File: src/rtl/rob_pkg.sv
// Shared definitions for the reorder buffer: default widths and the
// per-slot bookkeeping record used by the slot array and the controller.
package rob_pkg;

  localparam int ROB_IDWIDTH = 4;
  localparam int ROB_AWIDTH  = 32;
  localparam int ROB_DWIDTH  = 32;

  // pend: slot allocated to an in-flight request
  // done: response data captured and waiting to retire
  typedef struct packed {
    logic pend;
    logic done;
  } slot_state_t;

  // A slot may capture a response only while allocated and still waiting.
  function automatic logic slot_accepts_rsp(slot_state_t s);
    return s.pend & ~s.done;
  endfunction

  // A slot may retire once its data has arrived.
  function automatic logic slot_can_retire(slot_state_t s);
    return s.pend & s.done;
  endfunction

endpackage

File: src/rtl/rob_slot_array.sv
// Per-slot pend/done bits plus the response data RAM. Three write ports
// (allocate, response capture, retire clear) and asynchronous reads at the
// retire pointer and at the incoming response ID.
module rob_slot_array
  import rob_pkg::*;
#(
  parameter int IDWIDTH = ROB_IDWIDTH,
  parameter int DWIDTH  = ROB_DWIDTH
) (
  input  logic               clk,
  input  logic               rst_,
  input  logic               alloc_en_i,
  input  logic [IDWIDTH-1:0] alloc_id_i,
  input  logic               rsp_en_i,
  input  logic [IDWIDTH-1:0] rsp_id_i,
  input  logic [DWIDTH-1:0]  rsp_data_i,
  input  logic               ret_en_i,
  input  logic [IDWIDTH-1:0] ret_id_i,
  input  logic [IDWIDTH-1:0] rd_id_i,
  output slot_state_t        rd_state_o,
  output logic [DWIDTH-1:0]  rd_data_o,
  output slot_state_t        rsp_state_o
);

  localparam int DEPTH = 1 << IDWIDTH;

  slot_state_t         state_q [DEPTH];
  slot_state_t         state_d [DEPTH];
  logic [DWIDTH-1:0]   data_q  [DEPTH];

  // Next slot state: the three ports never target the same slot in one
  // cycle (alloc and retire of one slot need a full buffer, and a retiring
  // slot is already done so it cannot capture), so their order is free.
  always_comb begin
    state_d = state_q;
    if (alloc_en_i) begin
      state_d[alloc_id_i] = '{pend: 1'b1, done: 1'b0};
    end
    if (rsp_en_i) begin
      state_d[rsp_id_i].done = 1'b1;
    end
    if (ret_en_i) begin
      state_d[ret_id_i] = '{pend: 1'b0, done: 1'b0};
    end
  end

  // Slot bookkeeping register; reset frees every slot.
  always_ff @(posedge clk or negedge rst_) begin
    if (!rst_) begin
      for (int i = 0; i < DEPTH; i++) begin
        state_q[i] <= '{pend: 1'b0, done: 1'b0};
      end
    end else begin
      state_q <= state_d;
    end
  end

  // Data RAM is deliberately not reset; it is only read once done is set.
  always_ff @(posedge clk) begin
    if (rsp_en_i) begin
      data_q[rsp_id_i] <= rsp_data_i;
    end
  end

  assign rd_state_o  = state_q[rd_id_i];
  assign rd_data_o   = data_q[rd_id_i];
  assign rsp_state_o = state_q[rsp_id_i];

endmodule

File: src/rtl/rob_ctrl.sv
// Reorder buffer controller: tags in-order client reads with slot IDs,
// collects out-of-order memory responses and returns data in request order.
// Optional protocol checking is compiled in when ROB_CHECK_EN is defined;
// otherwise rob_err is tied low.
module rob_ctrl
  import rob_pkg::*;
#(
  parameter int IDWIDTH = ROB_IDWIDTH,
  parameter int AWIDTH  = ROB_AWIDTH,
  parameter int DWIDTH  = ROB_DWIDTH
) (
  input  logic               clk,
  input  logic               rst_,
  input  logic               in_req_val,
  output logic               in_req_rdy,
  input  logic [AWIDTH-1:0]  in_req_addr,
  output logic               mem_req_val,
  output logic [AWIDTH-1:0]  mem_req_addr,
  output logic [IDWIDTH-1:0] mem_req_ID,
  input  logic               mem_rsp_val,
  input  logic [IDWIDTH-1:0] mem_rsp_ID,
  input  logic [DWIDTH-1:0]  mem_rsp_data,
  output logic               out_rsp_val,
  input  logic               out_rsp_rdy,
  output logic [DWIDTH-1:0]  out_rsp_data,
  output logic               rob_err
);

  localparam int                 DEPTH    = 1 << IDWIDTH;
  localparam logic [IDWIDTH:0]   FULL_CNT = (IDWIDTH+1)'(DEPTH);

  logic [IDWIDTH-1:0] wr_ptr_q, wr_ptr_d;
  logic [IDWIDTH-1:0] rd_ptr_q, rd_ptr_d;
  logic [IDWIDTH:0]   cnt_q, cnt_d;

  logic        accept;
  logic        retire;
  logic        rsp_ok;
  slot_state_t rd_state;
  slot_state_t rsp_state;

  // Full is judged on registered occupancy only, so a same-cycle retire
  // never opens the request port.
  assign in_req_rdy   = (cnt_q != FULL_CNT);
  assign accept       = in_req_val & in_req_rdy;
  assign mem_req_val  = accept;
  assign mem_req_addr = in_req_addr;
  assign mem_req_ID   = wr_ptr_q;

  assign rsp_ok      = mem_rsp_val & slot_accepts_rsp(rsp_state);
  assign out_rsp_val = slot_can_retire(rd_state);
  assign retire      = out_rsp_val & out_rsp_rdy;

  rob_slot_array #(
    .IDWIDTH (IDWIDTH),
    .DWIDTH  (DWIDTH)
  ) u_slots (
    .clk         (clk),
    .rst_        (rst_),
    .alloc_en_i  (accept),
    .alloc_id_i  (wr_ptr_q),
    .rsp_en_i    (rsp_ok),
    .rsp_id_i    (mem_rsp_ID),
    .rsp_data_i  (mem_rsp_data),
    .ret_en_i    (retire),
    .ret_id_i    (rd_ptr_q),
    .rd_id_i     (rd_ptr_q),
    .rd_state_o  (rd_state),
    .rd_data_o   (out_rsp_data),
    .rsp_state_o (rsp_state)
  );

  // Pointer and occupancy next state; pointers wrap naturally at DEPTH.
  always_comb begin
    wr_ptr_d = wr_ptr_q;
    rd_ptr_d = rd_ptr_q;
    cnt_d    = cnt_q;
    if (accept) begin
      wr_ptr_d = wr_ptr_q + 1'b1;
    end
    if (retire) begin
      rd_ptr_d = rd_ptr_q + 1'b1;
    end
    case ({accept, retire})
      2'b10:   cnt_d = cnt_q + 1'b1;
      2'b01:   cnt_d = cnt_q - 1'b1;
      default: cnt_d = cnt_q;
    endcase
  end

  // Pointer and occupancy registers.
  always_ff @(posedge clk or negedge rst_) begin
    if (!rst_) begin
      wr_ptr_q <= '0;
      rd_ptr_q <= '0;
      cnt_q    <= '0;
    end else begin
      wr_ptr_q <= wr_ptr_d;
      rd_ptr_q <= rd_ptr_d;
      cnt_q    <= cnt_d;
    end
  end

`ifdef ROB_CHECK_EN
  logic              err_q;
  logic              hold_q;
  logic [AWIDTH-1:0] hold_addr_q;
  logic              rsp_bad;
  logic              addr_bad;

  // A response is bad when its slot is idle or already holds data; a
  // stalled request is bad when its address moves while still waiting.
  assign rsp_bad  = mem_rsp_val & ~rsp_ok;
  assign addr_bad = hold_q & in_req_val & (in_req_addr != hold_addr_q);

  // Sticky error flag plus the stalled-request tracker it relies on.
  always_ff @(posedge clk or negedge rst_) begin
    if (!rst_) begin
      err_q       <= 1'b0;
      hold_q      <= 1'b0;
      hold_addr_q <= '0;
    end else begin
      hold_q      <= in_req_val & ~in_req_rdy;
      hold_addr_q <= in_req_addr;
      if (rsp_bad || addr_bad) begin
        err_q <= 1'b1;
      end
      if (rsp_bad) begin
        $error("rob_ctrl: invalid response to slot ID %0d", mem_rsp_ID);
      end
      if (addr_bad) begin
        $error("rob_ctrl: request address changed while stalled, ID %0d", wr_ptr_q);
      end
    end
  end

  assign rob_err = err_q;
`else
  assign rob_err = 1'b0;
`endif

endmodule

File: config.mk
export PLATFORM = sky130hd
export DESIGN_NAME = rob_ctrl
export DESIGN_NICKNAME = d
export VERILOG_FILES = /design/src/rtl/rob_pkg.sv /design/src/rtl/rob_slot_array.sv /design/src/rtl/rob_ctrl.sv
export SDC_FILE = /design/constraint.sdc
export NUM_CORES = 1
export LEC_CHECK = 0
export CORE_ASPECT_RATIO = 2
export CORE_UTILIZATION = 27
export DETAILED_ROUTE_END_ITERATION = 12
export PLACE_DENSITY = 0.5
export SETUP_SLACK_MARGIN = 0.15
export SLEW_MARGIN = 25
export SYNTH_ARGS = -nofsm -noshare
export SYNTH_HDL_FRONTEND = slang
export SYNTH_SLANG_ARGS = --single-unit
export TNS_END_PERCENT = 100
File: constraint.sdc
create_clock -name clk -period 3.7 [get_ports clk]
set_clock_uncertainty 0.1 [all_clocks]
set_input_delay 0.925 -clock clk [delete_from_list [all_inputs] [get_ports clk]]
set_output_delay 0.925 -clock clk [all_outputs]
set_load 0.01 [all_outputs]
# Word-level counts from Yosys, hierarchy flattened
# Memory sizes are Yosys's and may differ from the RTL's.
# Index checks and enable logic that the tools add are counted.
[word_totals]
out_inout_bits = 72
n_memories = 1
input_bits = 73
ff_bits = 45
mem_bits_rw = 512
[memory_table]
columns = ["name", "words", "word_bits", "rd", "rd_clocked_by_memory_dff", "write_ports", "line", "text"]
rows = [
  ["u_slots.data_q", 16, 32, 1, 0, 1, "rob_slot_array.sv:29", "logic [DWIDTH-1:0] data_q [DEPTH];"],
]
[op_classes]
n_bitwise = 14
addsub = 4
mux = 19
n_lt_le_gt_ge = 6
n_reduce_logical = 4
n_eq_ne = 3
[op_table]
columns = ["op", "count"]
rows = [
  ["$mux W32", 3],
  ["$and A32 B32 Y32", 1],
  ["$bwmux W32", 1],
  ["$not A32 Y32", 1],
  ["$demux W2 S4", 3],
  ["$and A16 B16 Y16", 1],
  ["$bmux W2 S4", 2],
  ["$not A16 Y16", 1],
  ["$or A16 B16 Y16", 1],
  ["$ge A5 B5 Y1 const B", 3],
  ["$lt A5 B1 Y1 const B", 3],
  ["$not A4 Y5", 3],
  ["$mux W2", 6],
  ["$pmux W5 S2", 1],
  ["$add A4 B1 Y4 const B", 2],
  ["$add A5 B1 Y5 const B", 1],
  ["$and A1 B1 Y1", 5],
  ["$ne A5 B5 Y1 const B", 1],
  ["$sub A5 B1 Y5 const B", 1],
  ["$logic_and A1 B1 Y1", 3],
  ["$mux W1", 3],
  ["$eq A2 B1 Y1 const B", 1],
  ["$eq A2 B2 Y1 const B", 1],
  ["$reduce_bool A2 Y1", 1],
  ["$not A1 Y1", 1],
]

# Longest topological paths before layout
[logic_depth]
depth_word = 12
ltp_mapped = 15

# By module
# Synthesis repeated with hierarchy kept, for this count alone.
[hier_totals]
hier_cells = 1072
area_unflattened_um2 = 22086.2
[modules_own_cells]
columns = ["module", "instances", "area_each_um2", "cells_per_inst", "seq_area_each_um2"]
rows = [
  ["rob_slot_array", 1, 21096.5, 970, 16175.5],
  ["rob_ctrl", 1, 989.7, 102, 325.3],
]

# Worst setup path before layout
# Ideal clock, no wire load.
[synth_timing]
kind = "input to register"
from = "in mem_rsp_ID[1]"
to = "mem u_slots.data_q[11][0] (netlist bit), enable pin"
slack_ns = -0.837
stages = 4
arrival_ns = 3.967
n_path_buf = 0
required_ns = 3.130
cell_sequence = "mux4_2 > nor2b_1 > nand4_1 > nor3b_1"
[synth_via]
elab_chain_cells = 9
[synth_lines]
columns = ["element", "line", "text"]
rows = [
  ["start, declared", "rob_ctrl.sv:21", "input logic [IDWIDTH-1:0] mem_rsp_ID,"],
  ["$not A4 Y5 (not written as such)", "rob_slot_array.sv:67", "assign rsp_state_o = state_q[rsp_id_i];"],
  ["$bmux W2 S4", "rob_slot_array.sv:67", ""],
  ["$mux W2 (not written as such) (2 in series)", "rob_slot_array.sv:67", ""],
  ["$not A1 Y1", "rob_pkg.sv:18", "return s.pend & ~s.done;"],
  ["$and A1 B1 Y1", "rob_pkg.sv:18", ""],
  ["$and A1 B1 Y1", "rob_ctrl.sv:50", "assign rsp_ok = mem_rsp_val & slot_accepts_rsp(rsp_state);"],
  ["$mux W1", "rob_slot_array.sv:60", "if (rsp_en_i) begin"],
  ["$mux W1 (not written as such)", "rob_slot_array.sv:61", "data_q[rsp_id_i] <= rsp_data_i;"],
  ["end, declared", "rob_slot_array.sv:29", ""],
]
# Parallel ways exist; a longest one is shown, timed or not. The select of a mux whose other input is x is not followed.

# Worst setup path after layout
[layout_timing]
from = "reg rd_ptr_q[0]"
to = "out out_rsp_data[11]"
[layout_via]
elab_chain_cells = 1
[layout_lines]
columns = ["element", "line", "text"]
rows = [
  ["start, declared", "rob_ctrl.sv:33", "logic [IDWIDTH-1:0] rd_ptr_q, rd_ptr_d;"],
  ["start signal, assigned", "rob_ctrl.sv:99", "rd_ptr_q <= rd_ptr_d;"],
  ["$mem_v2 Z16 W32", "-", ""],
  ["end, declared", "rob_ctrl.sv:25", "output logic [DWIDTH-1:0] out_rsp_data,"],
]
# No other way between the ends.

==> parameters.txt <==
Parameter                              Value

STA
  Actual transition at the worst max-transition pin    0.888 ns
  Smallest setup slack after layout    -0.0831 ns
  Share of the clock period used by the worst path    1.02
  Hold violation total from the final report    0
  Period minus WS final    3.78 ns
  Unrepaired setup endpoints after global routing    true
  Count of pins over their slew limit    0
  Max Clock Freq    264 MHz
  Max-slew headroom    0.405
  Endpoints failing setup    8

Pwr
  Fraction of power consumed by the clock network    0.246
  Power per unit of standard cell area    726 nW/µm²
  Peak supply drop    0.384 mV
  Leak    8.65 nW
  Fraction of power spent switching nets    0.299
  Combinational power share    0.366
  Sequential share of power    0.388
  Cell internal power dissipation    13.7 mW
  Total net switching power    5.85 mW

Drt
  DR vias/cell    4.72
  Final wirelength    55.6 mm
  Total DRC errors in the routed layout    0
  Via Count    10693
  Number of design-rule violations left by the first detailed-router iteration    740
  Wire per inst    24.6 µm
  Final antenna-violating net count    0
  Drt first pass iters    4

Clock tree
  CTS H-Tree Depth    2
  Total of hold buffers inserted after clock tree synthesis    0
  Largest buffer count on any clock path    3
  CTS Sinks    557
  Clock tree from TritonCTS    yes
  Cell at the root of the clock tree    clkbuf_16
  Clock latency at the later pin of the worst-skew pair    0.59 ns
  CTS clock-pin slew for the worst setup and hold paths    0.07 ns
  CTS buffer count    48

Setup path
  Depth of the most critical reg-to-reg path    16
  Startpoint class of the critical path    flop
  Critical Path Fanout Max    7
  Buf+Inv Stages, Crit Path    5
  Ordered list of cells on the worst path    buf_12, buf_12, buf_12, buf_16, mux4_2, mux4_2, buf_6
  Most prevalent standard cell on the critical path    buf_12
  Critical setup path kind    flop to primary output
  Critical path endpoint    out_rsp_data[11]
  Capture instance of the worst register-to-register path    u_slots.state_q[29]
  Delay contributed by the slowest stage of the critical path    0.53 ns
  Element type at the critical path end    primary output
  Cell family with the largest share of critical-path delay    multiplexers
  CP required    2.67 ns
  Crit path depth    7
  Critical path's slowest cell    mux4_2
  Beginning of the critical path    rd_ptr_q[0]
  Setup slack of the most critical reg-to-reg path    0.22 ns
  Reg-to-Reg Start    rd_ptr_q[0]
  Arrival time reported for the critical path endpoint    2.76 ns

Synthesis
  Number of flops mapped to enable cells by yosys    512
  Synth Net Count    1112
  Share of Yosys cell area claimed by the top area cell type    0.693
  Netlist Area Pre-Place    22200 µm²
  Register area share after synthesis    0.744
  Number of different library cells in the post-synthesis netlist    49
  Register bit total from synthesis    557
  Yosys warning total    0
  Cells taking the most area after synthesis    edfxtp_1 69%, mux4_2 17%, dfrtp_1 5.1%, buf_4 1.2%, ha_1 0.62%
  Most used flip-flop cell after synthesis    edfxtp_1
  Mean post-synth cell area    21.6 µm²
  Share of async-settable or async-resettable flops after synthesis    0.0808
  Post-synth top area cell    edfxtp_1
  Cells after Synth    1028

Global route
  Vias in the first global route    11811
  Global-route wire length before repair    81.0 mm
  Pin count of the biggest net entering global routing    35
  Global routing usage on met2    0.244
  Overall global routing resource usage    0.134
  Antenna violations before repair    1
  Global-route congestion overflow total    0
  GRT met1 Usage    0.159
  GRT met3 Usage    0.0155
  Most utilized layer in the global route result    met2

Layout
  Layout Nets    1263
  Area growth from synthesis to layout    21.3%
  Area of all placed cells without fillers    26900 µm²
  Fraction of layout cells with a size suffix above 1    0.336
  Fill cells    7564
  Post-route core utilization    0.331
  Number of antenna repair diodes    0

Placed design
  Post-Place Setup Slack    0.136 ns
  Number of buffers inserted by port buffering    79
  GP Congestion    0.841
  Hpwl dp    32.0 mm
  Post-placement cell area    24900 µm²

Floorplan
  Count of boundary I/O pins    145
  Area of the core    81300 µm²
  Initial Util    0.273
  DIE WIDTH    205 µm
  DIE AREA    83400 µm²
  Die outline height    407 µm
  Number of rows created at floorplan    148

Run status
  Outcome    finished with violations
  Failing checks    setup timing

Worst hold path
  Kind of path behind the tightest hold check    input port to asynchronous set/reset pin

Run
  Max_cap viols    0
[cell type report]
class | count | area (µm²) | share of cell area
Inverter | 28 | 105 | 0.00390
Clock inverter | 29 | 223 | 0.00827
Sequential cell | 557 | 16500 | 0.613
Clock buffer | 57 | 1230 | 0.0459
Timing Repair Buffer | 186 | 2330 | 0.0866
Tap cell | 1050 | 1310 | 0.0488
Multi-Input combinational cell | 358 | 5200 | 0.193
[state kept, by name, summed over array words and instances, names as in the netlist]
| register | flops |
|---|---|
| mem_req_ID | 4 |
| u_slots.data_q | 512 |
| cnt_q | 5 |
| u_slots.state_q | 32 |
| rd_ptr_q | 4 |
[per-stage QoR]
stage          hold WS (ns)  std cells  total power [mW]  setup TNS [ns]
4_1_cts               0.362       2260              19.7           -1.10
3_3_place_gp          0.414       2145              14.1               0
3_5_place_dp          0.407       2145              14.2               0
6_report              0.357       2265              19.5          -0.370
2_1_floorplan         0.381       1028              11.5          -42.01
5_1_grt               0.416       2265              20.4           -1.20
[synthesized netlist by cell type, types with 10 or more instances]
cell type and instances:
a21oi_1 17, a31oi_1 18, a32oi_1 13, buf_1 10
buf_2 19, buf_4 35, clkbuf_1 12, dfrtp_1 45
edfxtp_1 512, ha_1 11, inv_1 26, mux4_2 163
nand2_1 16, nand3_1 20, nor3_1 11
[layer usage]
layer	up-vias	routed length [µm]
met5	-	11
met2	261	30200
met3	103	2070
met1	5760	21500
met4	2	1850
li1	4567	-
[worst reg2reg max path, stage by stage (launching register included)]
cell       delay (ns)
dfrtp_4          0.52
bufbuf_16        0.31
nor2b_2          0.19
a221oi_2         0.36
nand4_1          0.19
buf_4            0.17
buf_4            0.12
buf_4            0.13
buf_4            0.13
buf_4            0.12
buf_4            0.12
buf_4            0.12
buf_4            0.12
buf_4            0.12
buf_4            0.15
nor2_4           0.22
a32oi_1          0.14
[cell usage in the layout (no fill, tap or decap), types with 4 or more instances in the layout]
master           netlist  final
inv_2                  2      5
a32oi_1               13     13
buf_4                 35     49
inv_1                 26     23
nand2_1               16     16
buf_12                 0     35
nor2b_1                7      6
clkbuf_1              12      9
clkinv_2               0      7
nand4_1                9      9
nor3b_4                0      4
mux2i_1                4      4
buf_6                  9     36
edfxtp_1             512    512
nor2_1                 6      6
o211ai_1               6      6
mux2_2                 5      5
clkinv_1               0     12
mux4_2               163    163
clkbuf_16              0     49
buf_2                 19      5
xor2_1                 5      5
nor3_2                 3      4
nand3_1               20     19
nor3_4                 0      7
xnor2_1                7      7
a31oi_1               18     17
clkdlybuf4s50_1        0     45
ha_1                  11     10
a21oi_1               17     17
dfrtp_1               45     42
buf_16                 0     10
[logic make-up (layout without fill, tap and decap cells)]
kind of cell / after synthesis / in the layout / share of synthesized area
multiplexers: 173 / 173 / 0.170
AO/OA/AOI/OAI: 68 / 68 / 0.0218
flip-flops: 557 / 557 / 0.744
XOR/XNOR: 12 / 12 / 0.00474
buffers and inverters: 113 / 300 / 0.0291
AND/OR/NAND/NOR: 93 / 93 / 0.0241
adder cells (fa/ha/maj): 11 / 11 / 0.00620
other: 1 / 1 / 0.000169
[power groups by stage]
stage                     combinational [mW]  clock, mW  sequential, mW
final                                   7.15       4.81            7.59
after global routing                    7.65       5.15            7.63
after CTS                               7.19       4.97            7.58
after detailed placement                6.44          0            7.73
after global placement                  6.40          0            7.71
after floorplan                         3.95          0            7.54
[how the worst min path moves through the flow]
stage,endpoint,from,slack [ns],depth (start not counted)
3_3_place_gp,cnt_q[4],cnt_q[4],0.41,1
5_1_grt,u_slots.state_q[29],rst_,0.42,1
2_1_floorplan,cnt_q[4],cnt_q[4],0.38,1
4_1_cts,u_slots.state_q[14],rst_,0.36,1
3_5_place_dp,cnt_q[4],cnt_q[4],0.41,1
6_report,mem_req_ID[2],rst_,0.36,1
[repair_timing]
action / 4_1_cts / 5_1_grt
hold endpoints to repair: 0 / 0
pin swaps: 3 / 2
buffers inserted: 23 / 3
endpoints found under the setup margin: 34 / 49
cloned: 6 / 2
resized for setup: 182 / 15
Note: power is estimated with default switching activity, not from simulation.
